File: src/rtl/sdr_req_arbiter.sv
// Round-robin arbiter sharing one toggle-handshake SDRAM request port between N_REQ requesters.
// Optional watchdog (forced completion + sticky timeout_err) is enabled by defining SDR_ARB_TIMEOUT_EN.
module sdr_req_arbiter #(
    parameter int N_REQ  = 4,
    parameter int ADDR_W = 25,
    parameter int DATA_W = 16
) (
    input  logic                      sys_clk,
    input  logic                      reset_n,
    input  logic                      ioctl_downl,
    input  logic [N_REQ-1:0]          req_tog,
    input  logic [N_REQ*ADDR_W-1:0]   req_addr,
    input  logic [N_REQ*DATA_W-1:0]   req_data,
    input  logic [N_REQ*2-1:0]        req_be,
    input  logic [N_REQ-1:0]          req_we,
    output logic [N_REQ-1:0]          ack_tog,
    output logic [DATA_W-1:0]         rdata,
    output logic [N_REQ-1:0]          rvalid,
    output logic [ADDR_W-1:0]         sdr_addr,
    output logic [DATA_W-1:0]         sdr_data,
    output logic [1:0]                sdr_be,
    output logic                      sdr_we,
    output logic                      sdr_req,
    input  logic                      sdr_ack,
    input  logic [DATA_W-1:0]         sdr_q,
    output logic                      busy,
    output logic                      timeout_err
);

    localparam int IDX_W = $clog2(N_REQ);

    typedef enum logic [1:0] {
        IDLE  = 2'd0,
        ISSUE = 2'd1,
        WAIT  = 2'd2
    } state_t;

    state_t             state;
    state_t             state_next;
    logic [IDX_W-1:0]   grant;
    logic [IDX_W-1:0]   last_grant;
    logic [IDX_W-1:0]   pick;
    logic               found;
    logic [N_REQ-1:0]   pend;
    logic [N_REQ-1:0]   elig;
    logic               acked;
    logic               timed_out;

    logic [ADDR_W-1:0]  addr_slice [N_REQ];
    logic [DATA_W-1:0]  data_slice [N_REQ];
    logic [1:0]         be_slice   [N_REQ];

    always_comb begin
        for (int i = 0; i < N_REQ; i++) begin
            addr_slice[i] = req_addr[i*ADDR_W +: ADDR_W];
            data_slice[i] = req_data[i*DATA_W +: DATA_W];
            be_slice[i]   = req_be[i*2 +: 2];
        end
    end

    // During download only the loader (bit 0) may be granted.
    assign pend = req_tog ^ ack_tog;
    assign elig = pend & {{(N_REQ-1){~ioctl_downl}}, 1'b1};

    always_comb begin
        logic [IDX_W-1:0] cand;
        cand  = '0;
        found = 1'b0;
        pick  = '0;
        for (int k = 1; k <= N_REQ; k++) begin
            cand = IDX_W'((int'(last_grant) + k) % N_REQ);
            if (!found && elig[cand]) begin
                found = 1'b1;
                pick  = cand;
            end
        end
    end

    assign acked = (state == WAIT) && (sdr_ack == sdr_req);
    assign busy  = (state == ISSUE) || (state == WAIT);

`ifdef SDR_ARB_TIMEOUT_EN
    logic [15:0] wait_cnt;

    assign timed_out = (state == WAIT) && !acked && (wait_cnt == 16'hFFFF);

    always_ff @(posedge sys_clk or negedge reset_n) begin
        if (!reset_n) begin
            wait_cnt    <= '0;
            timeout_err <= 1'b0;
        end else begin
            if (state == ISSUE)
                wait_cnt <= '0;
            else if (state == WAIT)
                wait_cnt <= wait_cnt + 16'd1;
            if (timed_out)
                timeout_err <= 1'b1;
        end
    end
`else
    assign timed_out   = 1'b0;
    assign timeout_err = 1'b0;
`endif

    always_ff @(posedge sys_clk or negedge reset_n) begin
        if (!reset_n)
            state <= IDLE;
        else
            state <= state_next;
    end

    always_comb begin
        state_next = state;
        case (state)
            IDLE:    if (found) state_next = ISSUE;
            ISSUE:   state_next = WAIT;
            WAIT:    if (acked || timed_out) state_next = IDLE;
            default: state_next = IDLE;
        endcase
    end

    always_ff @(posedge sys_clk or negedge reset_n) begin
        if (!reset_n) begin
            grant      <= '0;
            last_grant <= IDX_W'(N_REQ - 1);
            ack_tog    <= '0;
            rdata      <= '0;
            rvalid     <= '0;
            sdr_addr   <= '0;
            sdr_data   <= '0;
            sdr_be     <= '0;
            sdr_we     <= 1'b0;
            sdr_req    <= 1'b0;
        end else begin
            // NOTE: default-low here makes rvalid a single-cycle pulse without extra state.
            rvalid <= '0;
            case (state)
                IDLE: begin
                    if (found)
                        grant <= pick;
                end
                ISSUE: begin
                    sdr_addr   <= addr_slice[grant];
                    sdr_data   <= data_slice[grant];
                    sdr_be     <= be_slice[grant];
                    sdr_we     <= req_we[grant];
                    sdr_req    <= ~sdr_req;
                    last_grant <= grant;
                end
                WAIT: begin
                    if (acked) begin
                        ack_tog[grant] <= ~ack_tog[grant];
                        if (!sdr_we) begin
                            rdata         <= sdr_q;
                            rvalid[grant] <= 1'b1;
                        end
                    end else if (timed_out) begin
                        // Realign the controller handshake so the next ISSUE starts cleanly.
                        ack_tog[grant] <= ~ack_tog[grant];
                        sdr_req        <= sdr_ack;
                        rdata          <= DATA_W'(16'hDEAD);
                        if (!sdr_we)
                            rvalid[grant] <= 1'b1;
                    end
                end
                default: ;
            endcase
        end
    end

endmodule

File: config.mk
export PLATFORM = sky130hd
export DESIGN_NAME = sdr_req_arbiter
export DESIGN_NICKNAME = d
export VERILOG_FILES = /design/src/rtl/sdr_req_arbiter.sv
export SDC_FILE = /design/constraint.sdc
export NUM_CORES = 1
export LEC_CHECK = 0
export CAP_MARGIN = 10
export CORE_MARGIN = 1.5
export CORE_UTILIZATION = 40
export CTS_CLUSTER_SIZE = 28
export DETAILED_ROUTE_END_ITERATION = 12
export HOLD_SLACK_MARGIN = 0.08
export PLACE_DENSITY = 0.83
export SLEW_MARGIN = 40
export SYNTH_ARGS = -nofsm -noshare
export SYNTH_HDL_FRONTEND = slang
export SYNTH_SLANG_ARGS = --single-unit
File: constraint.sdc
create_clock -name sys_clk -period 4.1 [get_ports sys_clk]
set_input_delay 0.82 -clock sys_clk [delete_from_list [all_inputs] [get_ports sys_clk]]
set_output_delay 0.82 -clock sys_clk [all_outputs]
set_load 0.02 [all_outputs]
==> results_dict.tcl <==
set metrics [dict create \
    cp.arrival_ns 1.78 \
    cpMaxStageDelayCell "clkdlybuf4s50_1" \
    ys_seq_area_share_pct 43.6 \
    min_period_over_period_pct 63.3 \
    dieArea_um2 11400 \
    fmax_mhz 385 \
    synth-edff-count 0 \
    yosysTopAreaCell "dfrtp_1" \
    grt_pass1_vias 3790 \
    synthArstFlopShare_pct 100 \
    yosys_most_used_dff "dfrtp_1" \
    synth.distinct_cells 39 \
    dpl.hpwl_um 10000 \
    fin_worst_skew_ns 0.0115 \
    rsz0062_at_grt "false" \
    n_antenna_cell 0 \
    hold_class "primary input to asynchronous set/reset pin" \
    rows 37 \
    layout_setup_ws_ns 1.50 \
    finalCriticalPeriod_ns 2.60 \
    die_h_um 107 \
    clock_sinks 75 \
    routedWlPerCell_um 19.6 \
    slew_headroom_pct 52.4 \
    critPathCaptureType "output pin" \
    grt_pass1_wl_um 19900 \
    ios 271 \
    rr_startpoint "grant[0]$_DFFE_PN0P_" \
    ys_ff_latch 75 \
    critPathLaunchType "flop" \
    path_max_fanout 3 \
    ys_warn_count 0 \
    layout-drive-gt1-share_pct 25.2 \
    slew_viol_final 0 \
    status "completed" \
    hold_viol_final 0 \
    netlist_instances 256 \
    netlist_top_cells_area "dfrtp_1 (42%), mux4_2 (22%), mux2_4 (14%)" \
    initial_core_util_pct 41.6 \
    drc 0 \
    cp_num_buf_inv 2 \
    numCtsBuffers 9 \
    netlist.area_leader.share_pct 42.4 \
    core_area_um2 10400 \
    power.density_nw_per_um2 703 \
    nFillCells 727 \
    clock_path_buffers 2 \
    drt_iter0_drc 126 \
    area_growth_pct 68.7 \
    place_ws_ns 1.51 \
    nets 723 \
    syn-num-nets 460 \
    clk-insertion-delay-late_ns 0.33 \
    syn-cell-area_um2 4310 \
    post_cts_resized 0 \
    setup_violations 0 \
    required_ns 3.28 \
    track_usage_pct 22.8 \
    drt_first_pass_iters 4 \
    clock-root-buffer "clkbuf_8" \
    ant_nets 0 \
    fp.dieW_um 107 \
    cp_top_family "buffers and inverters" \
    syn_avg_cell_area_um2 16.8 \
    via_count 3436 \
    io_buffer_count 269 \
    cts_hold_buf 0 \
    path_class "flop to output pin" \
    crit_path_cell_trace "inv_1 -> ha_1 -> clkdlybuf4s50_1" \
    startpoint "state[0]$_DFFE_PN0P_" \
    grt_max_degree 76 \
    via_per_inst 5.21 \
    max_stage_delay_ns 0.62 \
    power_mw 5.11 \
    grt_overflow 0 \
    max-cap-violations 0 \
    p_leak_nw 2.90 \
    drt_wl_total_um 12900 \
    tightest_slew_ns 0.714 \
    htreeDepth 3 \
    cts_setup_buffers 0 \
    cts_tree "done" \
    clk_pin_slew_ns 0.08 \
    tns_ns 0 \
    gp_congestion 0.792 \
    ir_worst_vdd_v 0.000342 \
    antenna_found_initial 0 \
]
state kept, by name, indices dropped and copies added, names as in the netlist, 2 cells and up:
name,cells
sdr_be,2
last_grant,2
state,2
sdr_data,16
rvalid,4
sdr_addr,25
ack_tog,4
grant,2
rdata,16
worst reg2reg max path, delay by kind of cell, from the launching register on:
kind | cells | cell delay (ns)
DFF | 1 | 0.69
buffers and inverters | 2 | 0.50
muxes | 2 | 0.78
area by class of cell:
type / count / area [um2] / area share (%)
Sequential cell: 75 / 1890 / 25.9
Timing Repair Buffer: 272 / 2740 / 37.7
Clock buffer: 10 / 128 / 1.75
Inverter: 4 / 15.0 / 0.206
Tap cell: 136 / 170 / 2.34
Clock inverter: 5 / 78.8 / 1.08
Multi-Input combinational cell: 157 / 2260 / 31.0
placed cells by master, fill, tap and decap left out, types with 3 or more instances in the layout:
cell             instances
mux2_4                  40
dfrtp_1                 71
xnor2_1                  3
ha_1                     3
xor2_1                   6
clkdlybuf4s50_1        268
nor3_1                   5
mux4_2                  42
o21ai_0                  3
a31oi_1                  3
inv_1                    4
mux2_2                  22
nand2_1                  3
clkbuf_8                 9
metal layers:
| metal | vias up | part of all wire, % | global-route usage (%) |
|---|---|---|---|
| li1 | 1528 | - | - |
| met1 | 1713 | 38 | 26.9 |
| met2 | 171 | 52 | 39.7 |
| met3 | 24 | 7.1 | 4.98 |
| met4 | 0 | 2.7 | 10.2 |
| met5 | - | 0 | 0 |
report_power, final:
part / leakage [nW] / internal [mW] / total (mW) / switching, mW
logic: 1.90 / 1.81 / 3.02 / 1.21
clock network: 0.106 / 0.339 / 0.596 / 0.258
registers: 0.891 / 1.12 / 1.50 / 0.377
total: 2.90 / 3.27 / 5.11 / 1.84
kinds of logic (layout without fill, tap and decap cells):
logic type	Yosys count	count (layout)	synth area share, %
AND/OR/NAND/NOR	21	21	2.96
flip-flops	75	75	43.6
XOR/XNOR	11	11	2.58
adder cells (fa/ha/maj)	4	4	1.16
multiplexers	107	107	43.1
other	1	1	0.0869
buffers and inverters	24	291	4.41
AO/OA/AOI/OAI	13	13	2.15
path summary, 6_finish.rpt:
| kind | endpoint | slack, ns | cells past startpoint |
|---|---|---|---|
| worst max-delay path | busy | 1.50 | 3 |
| worst min-delay path | rvalid[2]$_DFF_PN0_ | 0.48 | 1 |
| worst max register to register | sdr_data[5]$_DFFE_PN0N_ | 2.01 | 4 |
| worst min register to register | sdr_be[0]$_DFFE_PN0N_ | 0.51 | 1 |
| max in group asynchronous | grant[0]$_DFFE_PN0P_ | 3.09 | 1 |
| min in group sys_clk | sdr_be[0]$_DFFE_PN0N_ | 0.51 | 1 |
through the flow:
step,area (um2),utilization (%),std cells,hold WS (ns)
after floorplan,4310,-,256,0.491
after global placement,7020,67.7,642,0.489
after detailed placement,7050,68.0,643,0.493
after CTS,7260,70.0,658,0.512
after global routing,7280,70.2,659,0.532
final,7280,70.2,659,0.483
synthesized netlist by cell type, drive strengths merged (3+ instances only):
master	n
a31oi	3
buf	18
dfrtp	73
ha	4
inv	4
mux2	63
mux4	44
nand2	4
nor3	5
o21ai	3
xnor2	5
xor2	6
No activity file was read; power rests on OpenSTA's default activity.
